`src/rtl/data_storer_if.sv`:
```
// ============================================================================
//  Module   : data_storer_if
//  Purpose  : Store request handshake plus SRAM / UART write-side bus bundle.
//  Revision : 1.0
// ============================================================================
`default_nettype none

interface data_storer_if;
    logic        req_valid;
    logic        req_ready;
    logic [31:0] req_addr;
    logic [31:0] req_data;
    logic [1:0]  req_size;
    logic        done;
    logic        err;
    logic [1:0]  mem_use;
    logic [19:0] ram_addr;
    logic [31:0] ram_wdata;
    logic [3:0]  ram_be_n;
    logic        ram_ce_n;
    logic        ram_we_n;
    logic        ram_oe_n;
    logic        uart_tx_ready;
    logic        uart_wr_n;
    logic [7:0]  uart_wdata;

    modport slave (
        input  req_valid, req_addr, req_data, req_size, uart_tx_ready,
        output req_ready, done, err, mem_use, ram_addr, ram_wdata, ram_be_n,
               ram_ce_n, ram_we_n, ram_oe_n, uart_wr_n, uart_wdata
    );

    modport master (
        output req_valid, req_addr, req_data, req_size, uart_tx_ready,
        input  req_ready, done, err, mem_use, ram_addr, ram_wdata, ram_be_n,
               ram_ce_n, ram_we_n, ram_oe_n, uart_wr_n, uart_wdata
    );
endinterface

`default_nettype wire

```
`src/rtl/data_storer.sv`:
```
// ============================================================================
//  Module   : data_storer
//  Purpose  : MEM-stage store path: decode, lane alignment, SRAM/UART strobes.
//  Revision : 1.0
// ============================================================================
`default_nettype none

module data_storer #(
    parameter int          WE_CYCLES = 1,
    parameter logic [31:0] UART_ADDR = 32'h1000_0000
) (
    input  wire logic   clk,
    input  wire logic   rst,
    data_storer_if.slave bus
);
    localparam logic [1:0] c_USE_BASE = 2'd0;
    localparam logic [1:0] c_USE_EXT  = 2'd1;
    localparam logic [1:0] c_USE_UART = 2'd2;

    localparam int c_CNT_W = (WE_CYCLES > 1) ? $clog2(WE_CYCLES) : 1;
    localparam logic [c_CNT_W-1:0] c_CNT_LAST = c_CNT_W'(WE_CYCLES - 1);

    typedef enum logic [2:0] {
        S_IDLE, S_SETUP, S_WRITE, S_HOLD, S_U_WAIT, S_U_WR, S_U_HOLD, S_FAULT
    } state_t;

    state_t             r_state, w_state_nxt;
    logic [c_CNT_W-1:0] r_cnt, w_cnt_nxt;
    logic [19:0]        r_addr, w_addr_nxt;
    logic [31:0]        r_wdata, w_wdata_nxt;
    logic [3:0]         r_be_n, w_be_n_nxt;
    logic [7:0]         r_uwdata, w_uwdata_nxt;
    logic [1:0]         r_use, w_use_nxt;
    logic               r_ce_n, r_we_n, r_wr_n, r_done, r_err;
    logic               w_ce_n_nxt, w_we_n_nxt, w_wr_n_nxt, w_done_nxt, w_err_nxt;

    logic               w_in_base, w_in_ext, w_is_uart, w_aligned, w_fault;
    logic [31:0]        w_lane_data;
    logic [3:0]         w_lane_be_n;

    // Address decode and alignment of the presented request
    assign w_in_base = (bus.req_addr[31:22] == 10'h200);
    assign w_in_ext  = (bus.req_addr[31:22] == 10'h201);
    assign w_is_uart = (bus.req_addr == UART_ADDR);

    always_comb begin
        w_aligned   = 1'b0;
        w_lane_data = bus.req_data;
        w_lane_be_n = 4'b0000;
        unique case (bus.req_size)
            2'b00: begin
                w_aligned   = 1'b1;
                w_lane_data = {4{bus.req_data[7:0]}};
                w_lane_be_n = ~(4'b0001 << bus.req_addr[1:0]);
            end
            2'b01: begin
                w_aligned   = ~bus.req_addr[0];
                w_lane_data = {2{bus.req_data[15:0]}};
                w_lane_be_n = bus.req_addr[1] ? 4'b0011 : 4'b1100;
            end
            2'b10: begin
                w_aligned   = (bus.req_addr[1:0] == 2'b00);
                w_lane_data = bus.req_data;
                w_lane_be_n = 4'b0000;
            end
            default: begin
                w_aligned   = 1'b0;
                w_lane_data = bus.req_data;
                w_lane_be_n = 4'b1111;
            end
        endcase
    end

    // UART takes byte stores only; everything else must hit an SRAM window aligned
    assign w_fault = w_is_uart ? (bus.req_size != 2'b00)
                               : (!(w_in_base || w_in_ext) || !w_aligned);

    always_comb begin
        w_state_nxt  = r_state;
        w_cnt_nxt    = r_cnt;
        w_addr_nxt   = r_addr;
        w_wdata_nxt  = r_wdata;
        w_be_n_nxt   = r_be_n;
        w_uwdata_nxt = r_uwdata;
        w_use_nxt    = r_use;
        unique case (r_state)
            S_IDLE: begin
                if (bus.req_valid) begin
                    w_addr_nxt   = bus.req_addr[21:2];
                    w_wdata_nxt  = w_lane_data;
                    w_uwdata_nxt = bus.req_data[7:0];
                    w_use_nxt    = w_is_uart ? c_USE_UART :
                                   (w_in_ext ? c_USE_EXT : c_USE_BASE);
                    if (w_fault) begin
                        w_state_nxt = S_FAULT;
                    end else if (w_is_uart) begin
                        w_state_nxt = S_U_WAIT;
                    end else begin
                        w_state_nxt = S_SETUP;
                        w_be_n_nxt  = w_lane_be_n;
                    end
                end
            end
            S_SETUP: begin
                w_state_nxt = S_WRITE;
                w_cnt_nxt   = '0;
            end
            S_WRITE: begin
                if (r_cnt == c_CNT_LAST) begin
                    w_state_nxt = S_HOLD;
                end else begin
                    w_cnt_nxt = r_cnt + 1'b1;
                end
            end
            S_HOLD: begin
                w_state_nxt = S_IDLE;
                w_be_n_nxt  = 4'b1111;
            end
            S_U_WAIT: begin
                if (bus.uart_tx_ready) begin
                    w_state_nxt = S_U_WR;
                end
            end
            S_U_WR:   w_state_nxt = S_U_HOLD;
            S_U_HOLD: w_state_nxt = S_IDLE;
            S_FAULT:  w_state_nxt = S_IDLE;
            default:  w_state_nxt = S_IDLE;
        endcase

        // Strobes are registered from the state being entered, so they line up with it
        w_ce_n_nxt = !((w_state_nxt == S_SETUP) || (w_state_nxt == S_WRITE) ||
                       (w_state_nxt == S_HOLD));
        w_we_n_nxt = (w_state_nxt != S_WRITE);
        w_wr_n_nxt = (w_state_nxt != S_U_WR);
        w_done_nxt = (w_state_nxt == S_HOLD) || (w_state_nxt == S_U_HOLD) ||
                     (w_state_nxt == S_FAULT);
        w_err_nxt  = (w_state_nxt == S_FAULT);
    end

    always_ff @(posedge clk) begin
        if (rst) begin
            r_state  <= S_IDLE;
            r_cnt    <= '0;
            r_addr   <= '0;
            r_wdata  <= '0;
            r_be_n   <= 4'b1111;
            r_uwdata <= '0;
            r_use    <= c_USE_BASE;
            r_ce_n   <= 1'b1;
            r_we_n   <= 1'b1;
            r_wr_n   <= 1'b1;
            r_done   <= 1'b0;
            r_err    <= 1'b0;
        end else begin
            r_state  <= w_state_nxt;
            r_cnt    <= w_cnt_nxt;
            r_addr   <= w_addr_nxt;
            r_wdata  <= w_wdata_nxt;
            r_be_n   <= w_be_n_nxt;
            r_uwdata <= w_uwdata_nxt;
            r_use    <= w_use_nxt;
            r_ce_n   <= w_ce_n_nxt;
            r_we_n   <= w_we_n_nxt;
            r_wr_n   <= w_wr_n_nxt;
            r_done   <= w_done_nxt;
            r_err    <= w_err_nxt;
        end
    end

    assign bus.req_ready  = (r_state == S_IDLE);
    assign bus.done       = r_done;
    assign bus.err        = r_err;
    assign bus.mem_use    = r_use;
    assign bus.ram_addr   = r_addr;
    assign bus.ram_wdata  = r_wdata;
    assign bus.ram_be_n   = r_be_n;
    assign bus.ram_ce_n   = r_ce_n;
    assign bus.ram_we_n   = r_we_n;
    assign bus.ram_oe_n   = 1'b1;
    assign bus.uart_wr_n  = r_wr_n;
    assign bus.uart_wdata = r_uwdata;
endmodule

`default_nettype wire
```
`src/flat_wrapper.sv`:
```
// flat-port wrapper written by rule: the top's interface ports become plain ports
module data_storer_flat 
#(
    parameter int          WE_CYCLES = 1,
    parameter logic [31:0] UART_ADDR = 32'h1000_0000
)
  (clk, rst, bus_req_valid, bus_req_addr, bus_req_data, bus_req_size, bus_uart_tx_ready, bus_req_ready, bus_done, bus_err, bus_mem_use, bus_ram_addr, bus_ram_wdata, bus_ram_be_n, bus_ram_ce_n, bus_ram_we_n, bus_ram_oe_n, bus_uart_wr_n, bus_uart_wdata);
  data_storer_if bus_i ();
  input  wire logic clk;
  input  wire logic rst;
  input wire logic [$bits(bus_i.req_valid)-1:0] bus_req_valid;
  input wire logic [$bits(bus_i.req_addr)-1:0] bus_req_addr;
  input wire logic [$bits(bus_i.req_data)-1:0] bus_req_data;
  input wire logic [$bits(bus_i.req_size)-1:0] bus_req_size;
  input wire logic [$bits(bus_i.uart_tx_ready)-1:0] bus_uart_tx_ready;
  output wire logic [$bits(bus_i.req_ready)-1:0] bus_req_ready;
  output wire logic [$bits(bus_i.done)-1:0] bus_done;
  output wire logic [$bits(bus_i.err)-1:0] bus_err;
  output wire logic [$bits(bus_i.mem_use)-1:0] bus_mem_use;
  output wire logic [$bits(bus_i.ram_addr)-1:0] bus_ram_addr;
  output wire logic [$bits(bus_i.ram_wdata)-1:0] bus_ram_wdata;
  output wire logic [$bits(bus_i.ram_be_n)-1:0] bus_ram_be_n;
  output wire logic [$bits(bus_i.ram_ce_n)-1:0] bus_ram_ce_n;
  output wire logic [$bits(bus_i.ram_we_n)-1:0] bus_ram_we_n;
  output wire logic [$bits(bus_i.ram_oe_n)-1:0] bus_ram_oe_n;
  output wire logic [$bits(bus_i.uart_wr_n)-1:0] bus_uart_wr_n;
  output wire logic [$bits(bus_i.uart_wdata)-1:0] bus_uart_wdata;
  assign bus_i.req_valid = bus_req_valid;
  assign bus_i.req_addr = bus_req_addr;
  assign bus_i.req_data = bus_req_data;
  assign bus_i.req_size = bus_req_size;
  assign bus_i.uart_tx_ready = bus_uart_tx_ready;
  assign bus_req_ready = bus_i.req_ready;
  assign bus_done = bus_i.done;
  assign bus_err = bus_i.err;
  assign bus_mem_use = bus_i.mem_use;
  assign bus_ram_addr = bus_i.ram_addr;
  assign bus_ram_wdata = bus_i.ram_wdata;
  assign bus_ram_be_n = bus_i.ram_be_n;
  assign bus_ram_ce_n = bus_i.ram_ce_n;
  assign bus_ram_we_n = bus_i.ram_we_n;
  assign bus_ram_oe_n = bus_i.ram_oe_n;
  assign bus_uart_wr_n = bus_i.uart_wr_n;
  assign bus_uart_wdata = bus_i.uart_wdata;
  data_storer #(.WE_CYCLES(WE_CYCLES), .UART_ADDR(UART_ADDR)) u_core (.clk(clk), .rst(rst), .bus(bus_i));
endmodule
```
`config.mk`:
```
export PLATFORM = sky130hd
export DESIGN_NAME = data_storer_flat
export DESIGN_NICKNAME = d
export VERILOG_FILES = /design/src/rtl/data_storer_if.sv /design/src/rtl/data_storer.sv /design/src/flat_wrapper.sv
export SDC_FILE = /design/constraint.sdc
export NUM_CORES = 1
export LEC_CHECK = 0
export CORE_ASPECT_RATIO = 1.1
export CORE_MARGIN = 10
export CORE_UTILIZATION = 31
export DETAILED_ROUTE_END_ITERATION = 8
export HOLD_SLACK_MARGIN = 0.1
export SLEW_MARGIN = 20
export SYNTH_ARGS = -nofsm -noshare
export SYNTH_HDL_FRONTEND = slang
export SYNTH_SLANG_ARGS = --single-unit
```
`constraint.sdc`:
```
create_clock -name clk -period 2.8 [get_ports clk]
set_input_delay 0.7 -clock clk [delete_from_list [all_inputs] [get_ports clk]]
set_output_delay 0.7 -clock clk [all_outputs]
set_load 0.1 [all_outputs]
```
* Word-level counts from Yosys, hierarchy flattened
Index checks and enable logic that the tools add are counted.
** Operators by class
- Add/sub/neg operators :: 1
- Eq/ne operators :: 22
- Shift operators :: 1
- Muxes and demuxes :: 19
- Bitwise logic cells :: 2
- Reductions and logical operators :: 18
** Operators with widths (number)
- $pmux 32 s2 :: 1
- $eq 32x29->1 const B :: 1
- $eq 10x10->1 const B :: 2
- $eq 3x3->1 const B :: 6
- $pmux 3 s6 :: 1
- $mux 4 :: 4
- $mux 3 :: 5
- $eq 3x2->1 const B :: 4
- $pmux 4 s3 :: 1
- $pmux 4 s2 :: 1
- $eq 3x1->1 const B :: 2
- $logic_or 1x1->1 :: 6
- $ne 2x2->1 const B :: 3
- $reduce_bool 2->1 :: 3
- $logic_not 2->1 :: 2
- $not 4->4 :: 1
- $reduce_and 4->1 :: 1
- $shl 1x2->4 const A :: 1
- $logic_not 1->1 :: 3
- $logic_not 3->1 :: 1
- $mux 1 :: 3
- $ne 3x2->1 const B :: 1
- $ne 3x3->1 const B :: 1
- $pmux 1 s3 :: 1
- 8 further kinds :: 8
** Word-level totals
- Bits in registers :: 75
- Input bits :: 70
- Output and inout bits :: 73

* Logic depth before layout (Yosys ltp)
Gate-level depths: netlist of the first run.
- Depth in word-level cells :: 12
- Mapped depth :: 7

* Worst setup path after synthesis of the first run
No wires, ideal clock.
- Path kind :: register to register
- Start point :: register u_core.r_state[1]
- End point :: register u_core.r_addr[12] (netlist: u_core.bus.ram_addr[12])
- Data arrival time :: 3.627 ns
- Data required time :: 2.730 ns
- Path slack :: -0.897 ns
- Stages on the path, launching flop included :: 8
- Path buffers :: 3
- Clock period less this slack :: 3.697 ns
- Path through :: dfxtp_1 nor3_1 and2_1 clkbuf_1 buf_2 buf_1 nand2_1 a21oi_1
** On the way
- Cells in the longest elaborated chain, start to end :: 2
** RTL lines
- start: declaration :: line data_storer.sv:27 : state_t r_state, w_state_nxt;
- start signal: assignment :: line data_storer.sv:155 : r_state <= w_state_nxt;
- $logic_not 3->1
- named net bus_req_ready :: line flat_wrapper.sv:16 : output wire logic [$bits(bus_i.req_ready)-1:0] bus_req_ready;
- $reduce_and 2->1 (no line)
- end signal: assignment :: line data_storer.sv:157 : r_addr <= w_addr_nxt;
- end: declaration :: line data_storer.sv:29 : logic [19:0] r_addr, w_addr_nxt;
The timed path passes the listed nets, and every way through them passes these cells.
A chain may end at the register's enable or synchronous reset.

* Worst setup path in the final report of the first run
- Start point :: input port bus_req_valid
- End point :: register u_core.r_use[1] (netlist: u_core.bus.mem_use[1])
** On the way
- Cells in the longest elaborated chain, start to end :: 1
** RTL lines
- start: declaration :: line flat_wrapper.sv:11 : input wire logic [$bits(bus_i.req_valid)-1:0] bus_req_valid;
- $reduce_and 2->1 (no line)
- end signal: assignment :: line data_storer.sv:148 : r_use <= c_USE_BASE;
- end signal: assignment :: line data_storer.sv:161 : r_use <= w_use_nxt;
- end: declaration :: line data_storer.sv:33 : logic [1:0] r_use, w_use_nxt;
No other way between the ends.

==> impl_metrics.yaml, run 1 <==
routing:
  finalWirelength_um: 9960
  drtAntennaViolNets: 0
  vias: 2959
  drc: 0
  wl_per_cell_um: 16.4
  via_per_inst: 4.88
  drtPass1Iterations: 4
  drtIter0Drc: 90
global_route:
  grt-ovfl-total: 0
  grt.total_usage: 0.145
  grt_start_max_net_pins: 45
  grt_pass1_wl_um: 15800
  antenna_found_initial: 0
  grt_pass1_vias: 3096
floorplanning:
  start_util: 0.320
  rows: 36
  core_mm2: 0.00892
  die_w_um: 112
  io_pins: 143
  die_y_um: 121
  dieArea_mm2: 0.0135
synth:
  synth_adder_area_share: 0
  synth_fp_nets: 426
  synth_cell_types: 35
  synth_edf_count: 0
  synth-compound-area-share: 0.190
  syn_inst: 356
  seq_area_frac_synth: 0.462
  synthArstFlopShare: 0
  syn_area_mm2: 0.00286
  synth_area_leaders: "dfxtp_1 46%, nand2_1 11%, a21oi_1 7.9%, mux2i_1 7.4%, nor2_1 4.1%"
  yosys_most_used_dff: "dfxtp_1"
  synth_top_cell_area_share: 0.462
  synth.ff_latch_count: 66
  synth_xor_area_frac: 0
  yosys-top-cells-count: "83 x nand2_1, 66 x dfxtp_1, 45 x a21oi_1, 31 x nor2_1, 22 x clkbuf_1"
  yosysWarningCount: 0
  synth_top_area_cell: "dfxtp_1"
  synth_top_family_by_area: "simple AND/OR/NAND/NOR gates"
  synth_most_common_cell: "nand2_1"
  muxShareOfSynthArea: 0.0736
  synthSimpleGateAreaFrac: 0.210
  avgSynthCellArea_um2: 8.03
timing:
  max_freq_ghz: 0.413
  timing.clock.skew_ns: 0.00556
  fin_crit_ns: 2.42
  tightest_slew_ns: 0.644
  hold_viol: 0
  relSlewSlack: 0.571
  finalSetupViolations: 0
  slew_violations: 0
  grt_setup_unrepaired: "false"
  tns_ns: 0
  min_period_over_period: 0.864
layout:
  final_cell_area_mm2: 0.00437
  nFillCells: 895
  n_antenna_cell: 0
  multiInputGateArea_mm2: 0.00136
  syn2layout_area_growth_pct: 52.8
  regArea_mm2: 0.00132
  drive_gt1_frac: 0.215
  fin_util: 0.490
  fin_nets: 557
critical_path:
  start_kind: "primary input"
  cp.arrival_ns: 2.70
  crit_type: "primary input to register"
  cp_max_fo: 28
  crit_path_end_kind: "register"
  cp.required_ns: 3.08
pwr:
  p_per_area_mw_per_mm2: 990
  p_leak_nw: 1.80
  ir_worst_vdd_mv: 0.476
clock_tree:
  clk_pin_slew_ns: 0.07
  htreeDepth: 3
  cts_root_buffer: "clkbuf_8"
  cts_tree: "done"
  hold_buffers: 0
  clk_latency_ns: 0.35
  cts_buffer_depth: 2
  post_cts_resized: 0
  cts_buffers: 9
  cts_sinks: 66
  cts_setup_buffers: 0
placement:
  hpwl_um: 7770
  dpl_cell_area_mm2: 0.00418
  globalplace.congestion: 0.825
  portBuffers: 141
job:
  drv_cap: 0
run_status:
  status: "complete, no violations"
worst_hold_path:
  min-delay-path-class: "register to register"
==> per-layer routing <==
| metal | global-route usage | up-vias | routed length (um) |
|---|---|---|---|
| li1 | - | 1493 | - |
| met1 | 0.154 | 1348 | 4110 |
| met2 | 0.240 | 102 | 4710 |
| met3 | 0.0727 | 16 | 924 |
| met4 | 0.0587 | 0 | 216 |
| met5 | 0 | - | 0 |
==> metrics by stage <==
step	setup slack, ns	instances	hold slack (ns)	power, W
finish	0.380	606	0.456	0.00433
global route	0.248	606	0.480	0.00454
CTS	0.387	606	0.459	0.00437
detailed placement	0.0208	590	0.449	0.00358
global placement	0.0312	590	0.445	0.00357
floorplan	0.0153	356	0.658	0.00303
==> final cells by class <==
cell class                      count  area share
Clock buffer                       10      0.0292
Clock inverter                      6      0.0132
Inverter                            3     0.00258
Multi-Input combinational cell    252       0.312
Sequential cell                    66       0.302
Tap cell                          114      0.0327
Timing Repair Buffer              155       0.308
==> cells by family after synthesis <==
kind of cell | count (synthesis)
AO/OA/AOI/OAI | 89
buffers and inverters | 38
flip-flops | 66
multiplexers | 21
other | 1
AND/OR/NAND/NOR | 141
==> final timing paths <==
check / slack, ns / depth (start not counted) / end / startpoint
setup / recovery: 0.38 / 7 / u_core.bus.mem_use[1] / bus_req_valid
hold / removal: 0.46 / 2 / u_core.bus.ram_addr[3] / u_core.bus.ram_addr[3]
setup reg to reg: 0.70 / 6 / u_core.bus.mem_use[1] / u_core.r_state[1]
hold reg to reg: 0.46 / 2 / u_core.bus.ram_addr[3] / u_core.bus.ram_addr[3]
==> layout by cell type, fill, tap and decap left out, types with 4 or more instances in the layout <==
cell              n
buf_4            85
nand2_1          83
clkdlybuf4s50_1  68
dfxtp_1          66
a21oi_1          45
nor2_1           31
mux2i_1          21
o21ai_0          12
a211oi_1          9
clkbuf_8          9
o211ai_1          8
a311oi_1          8
nor4_1            6
nor3_1            4
clkinv_2          4
==> sequential cells by signal, indices dropped and copies added (netlist names) <==
| name | flops |
|---|---|
| u_core.r_state | 3 |
| u_core.bus.ram_be_n | 4 |
| u_core.bus.ram_ce_n | 1 |
| u_core.bus.mem_use | 2 |
| u_core.bus.done | 1 |
| u_core.bus.err | 1 |
| u_core.bus.uart_wr_n | 1 |
| u_core.bus.uart_wdata | 7 |
| u_core.bus.ram_we_n | 1 |
| u_core.bus.ram_wdata | 25 |
| u_core.bus.ram_addr | 20 |
==> critical path: stages <==
cell,delay (ns)
clkdlybuf4s50_1,0.46
or4b_2,0.60
buf_4,0.22
buf_4,0.25
nor4_1,0.31
a21oi_1,0.07
nor2_1,0.09
==> power by group <==
part,switching [W],internal (W)
combinational,0.00179,0.000534
clock,0.000379,0.000405
sequential,0.000108,0.00111
No activity file was read; power rests on OpenSTA's default activity.
==> inputs of run 2 (changes only) <==
Settings changed: SLEW_MARGIN 20 to 15.
==> results of run 2 <==
The final DEF is identical to that of run 1; final timing and power are the same.
==> inputs of run 3 (changes only) <==
Settings changed: CAP_MARGIN from default to 0, SLEW_MARGIN 15 to default.
==> results of run 3 <==
The final DEF is identical to that of run 1; final timing and power are the same.
